==> src/rtl/tr_seq_pkg.sv <==
// Shared state type, timer widths and output-decode helpers for the T/R sequencer.
package tr_seq_pkg;

    localparam int unsigned TR_MS_W  = 16;
    localparam int unsigned TR_CYC_W = 8;

    typedef enum logic [2:0] {
        RX      = 3'd0,
        RLY_ON  = 3'd1,
        PA_ON   = 3'd2,
        TX      = 3'd3,
        HANG    = 3'd4,
        PA_OFF  = 3'd5,
        RLY_OFF = 3'd6
    } tr_state_t;

    // Relay is closed in every state except RX.
    function automatic logic relay_closed(input tr_state_t s);
        return s != RX;
    endfunction

    // PA bias is applied once the relay has settled and until shutdown begins.
    function automatic logic pa_biased(input tr_state_t s);
        return (s == PA_ON) || (s == TX) || (s == HANG);
    endfunction

    // PTT is reported to the host while transmitting or hanging in CW.
    function automatic logic ptt_reported(input tr_state_t s);
        return (s == TX) || (s == HANG);
    endfunction

endpackage

==> src/rtl/tr_seq_timer.sv <==
// Loadable down-counter that saturates at zero; a load always wins over a count.
module tr_seq_timer
    import tr_seq_pkg::*;
#(
    parameter int unsigned W = TR_MS_W
) (
    input  logic         clk,
    input  logic         rst,
    input  logic         ce,
    input  logic         load,
    input  logic [W-1:0] load_val,
    output logic         zero
);

    logic [W-1:0] cnt;

    // Load on state entry, otherwise count down on each enable and stop at zero.
    always_ff @(posedge clk or posedge rst) begin
        if (rst) begin
            cnt <= '0;
        end else if (load) begin
            cnt <= load_val;
        end else if (ce && (cnt != '0)) begin
            cnt <= cnt - W'(1);
        end
    end

    assign zero = (cnt == '0);

endmodule

==> src/rtl/tr_sequencer.sv <==
// T/R relay and PA bias sequencer: arbitrates PTT sources and keys/unkeys the
// relay and PA in a timed order, with CW hang, TX inhibit abort and a key-down
// timeout that locks out further keying until all PTT sources are released.
module tr_sequencer
    import tr_seq_pkg::*;
#(
    parameter int unsigned RLY_SETTLE_MS = 3,
    parameter int unsigned PA_SETTLE_CYC = 25,
    parameter int unsigned TX_TIMEOUT_MS = 0
) (
    input  logic       clk,
    input  logic       rst,
    input  logic       millisec_pulse,
    input  logic       run,
    input  logic       int_ptt,
    input  logic       cw_keydown,
    input  logic       ext_ptt,
    input  logic       ext_txinhibit,
    input  logic       vna,
    input  logic       pa_enable,
    input  logic       tr_disable,
    input  logic [9:0] cw_hang_time,
    output logic       tx_on,
    output logic       tx_power_on,
    output logic       pa_tr,
    output logic       pa_en,
    output logic       ptt_resp,
    output logic       lockout
);

    localparam logic [TR_MS_W-1:0]  RLY_LOAD = TR_MS_W'(RLY_SETTLE_MS);
    localparam logic [TR_CYC_W-1:0] PA_LOAD  = TR_CYC_W'(PA_SETTLE_CYC);
    localparam logic [TR_MS_W-1:0]  TO_LOAD  = TR_MS_W'(TX_TIMEOUT_MS);
    localparam logic                TO_EN    = (TX_TIMEOUT_MS != 0);

    tr_state_t state;
    tr_state_t state_next;

    logic                any_ptt;
    logic                req;
    logic                timeout;
    logic                abort;
    logic                cw_last;

    logic                ms_load;
    logic [TR_MS_W-1:0]  ms_val;
    logic                ms_zero;
    logic                cyc_load;
    logic [TR_CYC_W-1:0] cyc_val;
    logic                cyc_zero;

    assign any_ptt = int_ptt | cw_keydown | ext_ptt;
    assign req     = any_ptt & run & ~ext_txinhibit & ~lockout;
    // The ms timer doubles as the TX timeout counter, so only its zero in TX counts.
    assign timeout = TO_EN & (state == TX) & ms_zero;
    assign abort   = ext_txinhibit | ~run | timeout;

    // Millisecond timer: relay settle, TX timeout and CW hang.
    tr_seq_timer #(
        .W (TR_MS_W)
    ) u_ms_timer (
        .clk      (clk),
        .rst      (rst),
        .ce       (millisec_pulse),
        .load     (ms_load),
        .load_val (ms_val),
        .zero     (ms_zero)
    );

    // Clock-cycle timer: PA bias settle on the way up and down.
    tr_seq_timer #(
        .W (TR_CYC_W)
    ) u_cyc_timer (
        .clk      (clk),
        .rst      (rst),
        .ce       (1'b1),
        .load     (cyc_load),
        .load_val (cyc_val),
        .zero     (cyc_zero)
    );

    // State register.
    always_ff @(posedge clk or posedge rst) begin
        if (rst) begin
            state <= RX;
        end else begin
            state <= state_next;
        end
    end

    // Next state and timer loads; abort is tested before req wherever both apply.
    always_comb begin
        state_next = state;
        ms_load    = 1'b0;
        ms_val     = '0;
        cyc_load   = 1'b0;
        cyc_val    = '0;
        case (state)
            RX: begin
                if (req) begin
                    state_next = RLY_ON;
                    ms_load    = 1'b1;
                    ms_val     = RLY_LOAD;
                end
            end
            RLY_ON: begin
                if (abort) begin
                    state_next = RLY_OFF;
                    ms_load    = 1'b1;
                    ms_val     = RLY_LOAD;
                end else if (ms_zero) begin
                    state_next = PA_ON;
                    cyc_load   = 1'b1;
                    cyc_val    = PA_LOAD;
                end
            end
            PA_ON: begin
                if (abort) begin
                    state_next = PA_OFF;
                    cyc_load   = 1'b1;
                    cyc_val    = PA_LOAD;
                end else if (cyc_zero) begin
                    state_next = TX;
                    ms_load    = 1'b1;
                    ms_val     = TO_LOAD;
                end
            end
            TX: begin
                if (abort) begin
                    state_next = PA_OFF;
                    cyc_load   = 1'b1;
                    cyc_val    = PA_LOAD;
                end else if (!req) begin
                    if (cw_last && (cw_hang_time != '0)) begin
                        state_next = HANG;
                        ms_load    = 1'b1;
                        ms_val     = TR_MS_W'(cw_hang_time);
                    end else begin
                        state_next = PA_OFF;
                        cyc_load   = 1'b1;
                        cyc_val    = PA_LOAD;
                    end
                end
            end
            HANG: begin
                if (abort) begin
                    state_next = PA_OFF;
                    cyc_load   = 1'b1;
                    cyc_val    = PA_LOAD;
                end else if (req) begin
                    state_next = TX;
                    ms_load    = 1'b1;
                    ms_val     = TO_LOAD;
                end else if (ms_zero) begin
                    state_next = PA_OFF;
                    cyc_load   = 1'b1;
                    cyc_val    = PA_LOAD;
                end
            end
            PA_OFF: begin
                if (cyc_zero) begin
                    state_next = RLY_OFF;
                    ms_load    = 1'b1;
                    ms_val     = RLY_LOAD;
                end
            end
            RLY_OFF: begin
                if (ms_zero) begin
                    state_next = RX;
                end
            end
            default: begin
                state_next = RX;
            end
        endcase
    end

    // Remember whether the keyer was holding TX so its release can enter HANG.
    always_ff @(posedge clk or posedge rst) begin
        if (rst) begin
            cw_last <= 1'b0;
        end else if (state == TX) begin
            cw_last <= cw_keydown;
        end else if (state == RX) begin
            cw_last <= 1'b0;
        end
    end

    // Timeout lockout: set on TX expiry, cleared only once back in RX with all PTT released.
    always_ff @(posedge clk or posedge rst) begin
        if (rst) begin
            lockout <= 1'b0;
        end else if (timeout) begin
            lockout <= 1'b1;
        end else if ((state == RX) && !any_ptt) begin
            lockout <= 1'b0;
        end
    end

    assign tx_power_on = relay_closed(state);
    assign pa_tr       = relay_closed(state) & ~vna & (pa_enable | ~tr_disable);
    assign pa_en       = pa_biased(state) & ~vna & pa_enable;
    assign tx_on       = (state == TX);
    assign ptt_resp    = ptt_reported(state);

endmodule

==> config.mk <==
export PLATFORM = sky130hd
export DESIGN_NAME = tr_sequencer
export DESIGN_NICKNAME = d
export VERILOG_FILES = /design/src/rtl/tr_seq_pkg.sv /design/src/rtl/tr_seq_timer.sv /design/src/rtl/tr_sequencer.sv
export SDC_FILE = /design/constraint.sdc
export NUM_CORES = 1
export LEC_CHECK = 0
export BUFFER_PORTS_ARGS = -buffer_cell sky130_fd_sc_hd__buf_4
export CORE_AREA = 4 4 71 73
export CTS_BUF_LIST = sky130_fd_sc_hd__clkbuf_4 sky130_fd_sc_hd__clkbuf_8
export DETAILED_ROUTE_END_ITERATION = 8
export DIE_AREA = 0 0 75 77
export PLACE_DENSITY_LB_ADDON = 0.08
export SETUP_SLACK_MARGIN = 0.05
export SYNTH_ARGS = -nofsm -noshare
export SYNTH_HDL_FRONTEND = slang
export SYNTH_SLANG_ARGS = --single-unit
==> constraint.sdc <==
create_clock -name clk -period 4.4 [get_ports clk]
set_input_delay 0.44 -clock clk [delete_from_list [all_inputs] [get_ports clk]]
set_output_delay 0.44 -clock clk [all_outputs]
set_load 0.02 [all_outputs]
==> Yosys cells after proc, flatten, opt, wreduce, memory -nomap -nowiden <==
Cells that the tools add are included.
{ "word_totals": {"in_bits": 21, "word_cells": 102, "out_inout_bits": 6, "register_bits": 28} }
{ "classes": {"addsub": 2, "mux": 53, "n_eq_ne": 13, "bitwise": 14, "n_reduce_logical": 16} }
{ "op_table": {"columns": ["op", "count"], "rows": [
  ["5-bit 2-to-1 mux", 8],
  ["10-bit case mux with 4 select lines", 1],
  ["3-bit 2-to-1 mux", 12],
  ["16-bit 2-to-1 mux", 2],
  ["10-bit 2-to-1 mux", 3],
  ["3-bit case mux with 7 select lines", 1],
  ["5-bit case mux with 4 select lines", 1],
  ["1-bit 2-to-1 mux", 18],
  ["16-bit logical NOT", 1],
  ["8-bit 2-to-1 mux", 2],
  ["16-bit nonzero test", 1],
  ["16-bit by 1-bit subtractor with 16-bit output (second input constant)", 1],
  ["10-bit nonzero test", 1],
  ["3-bit equality test (second input constant)", 3],
  ["8-bit logical NOT", 1],
  ["8-bit nonzero test", 1],
  ["8-bit by 1-bit subtractor with 8-bit output (second input constant)", 1],
  ["7-bit AND reduction", 1],
  ["1-bit AND", 6],
  ["3-bit by 2-bit equality test with 1-bit output (second input constant)", 2],
  ["2-bit 2-to-1 mux", 3],
  ["2-bit != test (second input constant)", 3],
  ["3-bit != test (second input constant)", 2],
  ["1-bit case mux with 6 select lines", 1],
  ["11 further kinds", 22]
]} }

==> Depth between registers and ports, before layout <==
{ "logic_depth": {"word_depth": 8, "depth_mapped": 9, "ltp_nobuf": 7} }

==> Hierarchy <==
From an unflattened synthesis, not the netlist that was laid out.
{ "unflattened": {"cells_unflattened": 264, "area_unflattened_um2": 2172.1} }
{ "modules_own_cells": {"columns": ["module", "seq_area_each_um2", "area_per_inst_um2", "cells_each", "n_inst"], "rows": [
  ["tr_seq_timer at u_ms_timer", 400.4, 1034.7, 122, 1],
  ["tr_sequencer", 100.1, 641.9, 89, 1],
  ["tr_seq_timer at u_cyc_timer", 200.2, 495.5, 53, 1]
]} }

==> Worst setup path after synthesis <==
Ideal clock, no wire load.
{ "synth_path": {"path_kind": "input -> register", "from": "input cw_hang_time[6]", "to": "register u_ms_timer.cnt[0]", "path_buffers": 1, "cell_stages": 5, "path_slack_ns": 2.223, "arrival_time_ns": 2.051, "setup_time_ns": 0.127, "required_time_ns": 4.273, "cell_sequence": "or4_4 -> o41a_1 -> and2_2 -> buf_6 -> a221o_2"} }
{ "synth_via": {"elab_chain_cells": 7, "elab_cells_between_ends": 12, "cone_classes": "9 x mux; 3 x reduce/logical"} }
{ "synth_lines": {"columns": ["item", "line", "text"], "rows": [
  ["start, declared", "tr_sequencer.sv:22", "input logic [9:0] cw_hang_time,"],
  ["10-bit nonzero test *", "tr_sequencer.sv:134", "if (cw_last && (cw_hang_time != '0)) begin"],
  ["1-bit logical AND *", "tr_sequencer.sv:134", null],
  ["1-bit 2-to-1 mux / 10-bit 2-to-1 mux (equally long branches)", "tr_sequencer.sv:134", null],
  ["1-bit 2-to-1 mux / 10-bit 2-to-1 mux (equally long branches)", "tr_sequencer.sv:133", "end else if (!req) begin"],
  ["1-bit 2-to-1 mux / 10-bit 2-to-1 mux (equally long branches)", "tr_sequencer.sv:129", "if (abort) begin"],
  ["1-bit case mux with 6 select lines / 10-bit case mux with 4 select lines (equally long branches)", "tr_sequencer.sv:98", "case (state)"],
  ["16-bit 2-to-1 mux / 2-bit nonzero test (equally long branches)", null, null],
  ["end signal, assigned", "tr_seq_timer.sv:22", "cnt <= load_val;"],
  ["end signal, assigned", "tr_seq_timer.sv:24", "cnt <= cnt - W'(1);"],
  ["end, declared", "tr_seq_timer.sv:15", "logic [W-1:0] cnt;"]
]} }
Every way passes the cells marked *; elsewhere a longest branch is shown, timed or not.
A chain may end at the register's enable or synchronous reset.

==> Worst setup path in the final report <==
{ "layout_path": {"from": "register u_cyc_timer.cnt[0]", "to": "register u_ms_timer.cnt[8]"} }
{ "layout_via": {"elab_chain_cells": 5, "elab_cells_between_ends": 6, "cone_classes": "4 x mux; 2 x reduce/logical"} }
{ "layout_lines": {"columns": ["item", "line", "text"], "rows": [
  ["start, declared", "tr_seq_timer.sv:15", null],
  ["start signal, assigned", "tr_seq_timer.sv:22", null],
  ["start signal, assigned", "tr_seq_timer.sv:24", null],
  ["8-bit logical NOT *", "tr_seq_timer.sv:28", "assign zero = (cnt == '0);"],
  ["1-bit 2-to-1 mux *", "tr_sequencer.sv:122, tr_sequencer.sv:161", null],
  ["1-bit 2-to-1 mux", "tr_sequencer.sv:118", "if (abort) begin"],
  ["1-bit case mux with 6 select lines *", "tr_sequencer.sv:98", null],
  ["16-bit 2-to-1 mux / 2-bit nonzero test (equally long branches)", null, null]
]} }
Marked as above.

==> flow_summary.yaml <==
place:
  port_buffers: 25
  hpwl_um: 3170
  dp_cells: 284
  place_ws_ns: 1.87
  globalplace.congestion: 0.814
worst_setup_path:
  reg2reg_depth: 7
  rrSetupSlack_ns: 1.88
  reg2reg_to: "u_ms_timer.cnt[8]$_DFFE_PP0P_"
  criticalPathCategory: "reg2reg"
  critPathRequiredTime_ns: 4.55
  crit_path_end: "u_ms_timer.cnt[8]$_DFFE_PP0P_"
  start_kind: "register"
  worstPathArrival_ns: 2.67
  reg2reg_from: "u_cyc_timer.cnt[0]$_DFFE_PP0P_"
  crit_path_start: "u_cyc_timer.cnt[0]$_DFFE_PP0P_"
  end_kind: "register"
  worstPathMaxFanout: 14
floorplanning:
  floorplan.initialDensity_pct: 44.1
  die_area_mm2: 0.00578
  io_pins: 27
  core_mm2: 0.00435
  fp.dieH_um: 77
  rows: 24
  die_w_um: 75
sta:
  relSlewSlack_pct: 55.5
  finalCritPeriodShare_pct: 57.2
  tightest_slew_ns: 0.667
  finalWorstSetupSlack_ns: 1.88
  setup_viol: 0
  setup-tns-final_ns: 0
  rsz0062_at_grt: "false"
  hold_viol_final: 0
  finalMaxSlewViolations: 0
  fin_skew_ns: 0.00182
  fmaxAchievable_mhz: 397
  period_needed_ns: 2.52
cts:
  cts.clk_slew.worst_paths_ns: 0.09
  hold_buffers: 0
  cts_tree: "yes"
  cts_buffers: 3
  post_cts_buffers: 0
  cts_resized: 0
  cts-root-buf: "clkbuf_8"
  h-tree-depth: 1
  cts_sinks: 28
  clockBufferDepth: 2
  clk_latency_ns: 0.27
yosys:
  syn_avg_cell_area_um2: 8.90
  syn_inst: 216
  ys_warn_count: 0
  synthArstFlopShare_pct: 100
  synthTopCellsByArea: "dfrtp_1 36%, xor2_1 5.5%, o21ai_0 3.4%"
  synthesis.area_mm2: 0.00192
  ys.flop_type: "dfrtp_1"
  synth-edff-count: 0
  synth_cell_type_count: 50
  synth_top_area_cell: "dfrtp_1"
  synth-seq-cells: 28
  ys_seq_area_share_pct: 36.5
  synth_top_area_share_pct: 36.5
  syn_nets: 240
grt:
  grt_overflow: 0
  track_usage_pct: 15.7
  antenna_found_initial: 0
  grt_start_max_net_pins: 29
  grt_pass1_vias: 1581
  grt_pass1_wl_um: 7330
detailed_routing:
  drt.antenna.violating_nets: 0
  finalWirelength_um: 4240
  drtIter0Drc: 85
  drc: 0
  viasPerCell: 5.62
  wl_per_cell_um: 14.7
  drtPass1Iterations: 6
  dr_total_vias: 1618
cells_and_area:
  num_antenna_cells: 0
  nets: 261
  layout.cells.non_filler: 288
  area_growth_pct: 13.2
  drive_above_1_share_pct: 21.2
power_and_ir_drop:
  vdd_drop_max_mv: 0.308
  pwr_density_cell_mw_per_mm2: 620
  leakage_nw: 0.915
flow_run:
  cap_violations: 0
hold_path:
  hp-class: "in2async"
run_status:
  status: "complete, no violations"
worst max-delay path, cell delays in order (launching register included):
cell      delay (ns)
dfrtp_1         0.41
inv_1           0.09
ha_1            0.13
or3b_2          0.48
or2_0           0.37
o211ai_1        0.35
nand2b_2        0.42
o21ai_0         0.15
synthesized netlist by cell type (3+ instances only):
master,count
dfrtp_1,28
nand2_1,16
nor2_1,16
o21ai_0,13
a21oi_1,12
xor2_1,12
nor3_1,10
inv_1,9
nand3_1,9
nand2b_1,6
nor4_1,5
a211oi_1,4
clkbuf_1,4
nor2b_1,4
o21ai_2,4
or3_1,4
xnor2_1,4
a22oi_1,3
ha_1,3
nor2_2,3
nor3b_1,3
o211ai_1,3
or4_4,3
metrics by stage:
stage | power (mW) | util (%) | hold slack, ns | instance area (µm²)
after floorplan | 1.04 | - | 0.490 | 1920
after global placement | 1.19 | 48.7 | 0.519 | 2120
after detailed placement | 1.20 | 48.7 | 0.525 | 2120
after CTS | 1.36 | 49.9 | 0.233 | 2170
after global routing | 1.48 | 49.9 | 0.246 | 2170
final | 1.35 | 49.9 | 0.228 | 2170
cell families after synthesis:
family / share of synthesized area (%)
AOI/OAI and AO/OA: 19.0
xor gates and xnor gates: 7.29
adders and majority gates: 1.95
buffers and inverters: 5.01
DFF: 36.5
muxes: 1.69
other: 0.195
and+or+nand+nor: 28.4
layout by cell type, fill, tap and decap left out, types with 2 or more instances in the layout:
cell | netlist | layout
buf_4 | 2 | 26
xor2_1 | 12 | 12
nor3b_1 | 3 | 3
a22oi_1 | 3 | 3
or4b_2 | 2 | 2
mux2_2 | 2 | 2
nor4_1 | 5 | 5
nor2b_1 | 4 | 4
a21oi_1 | 12 | 12
inv_1 | 9 | 9
a221o_2 | 2 | 2
nor2_1 | 16 | 16
nand2_1 | 16 | 16
xnor2_1 | 4 | 4
o21ai_0 | 13 | 13
o211ai_1 | 3 | 3
or4_1 | 2 | 2
ha_1 | 3 | 3
or4_4 | 3 | 3
clkbuf_8 | 0 | 4
nor3_1 | 10 | 10
nand4bb_1 | 2 | 2
o31a_1 | 2 | 2
a211oi_1 | 4 | 4
o21ai_2 | 4 | 4
nand4b_1 | 2 | 2
dfrtp_1 | 28 | 28
nand3b_1 | 2 | 2
nand2b_1 | 6 | 6
nand3_1 | 9 | 9
or3_1 | 4 | 4
nor2_2 | 3 | 3
area by class of cell:
type                    instances  area (µm²)
flip-flops and latches         28         701
inverters                       9        33.8
repair buffers                 26         195
fillers                       423        2180
multi-input cells             169        1120
clock buffers                   4        55.1
well taps                      52        65.1
metal layers:
layer / global-route usage (%) / vias up / wire length, µm
li1: - / 823 / -
met1: 21.8 / 765 / 1990
met2: 25.2 / 28 / 2080
met3: 2.88 / 2 / 149
met4: 3.02 / 0 / 24
met5: 0 / - / 0
worst min path at each step:
stage	from	to	slack (ns)	depth (start not counted)
detailed placement	u_cyc_timer.cnt[7]$_DFFE_PP0P_	u_cyc_timer.cnt[7]$_DFFE_PP0P_	0.53	2
CTS	rst	u_ms_timer.cnt[12]$_DFFE_PP0P_	0.23	3
floorplan	cw_last$_DFFE_PP0P_	cw_last$_DFFE_PP0P_	0.49	2
global placement	u_cyc_timer.cnt[7]$_DFFE_PP0P_	u_cyc_timer.cnt[7]$_DFFE_PP0P_	0.52	2
global route	rst	u_ms_timer.cnt[10]$_DFFE_PP0P_	0.25	3
finish	rst	u_ms_timer.cnt[12]$_DFFE_PP0P_	0.23	3
power by group:
group / switching [mW] / internal (mW)
Clock: 0.0778 / 0.0800
Combinational: 0.375 / 0.316
Sequential: 0.143 / 0.358
Total: 0.596 / 0.754
flip-flops by register name, indices dropped and copies added, names as in the netlist:
signal	count
cw_last	1
state	3
u_cyc_timer.cnt	8
u_ms_timer.cnt	16
No activity file was read; power rests on OpenSTA's default activity.
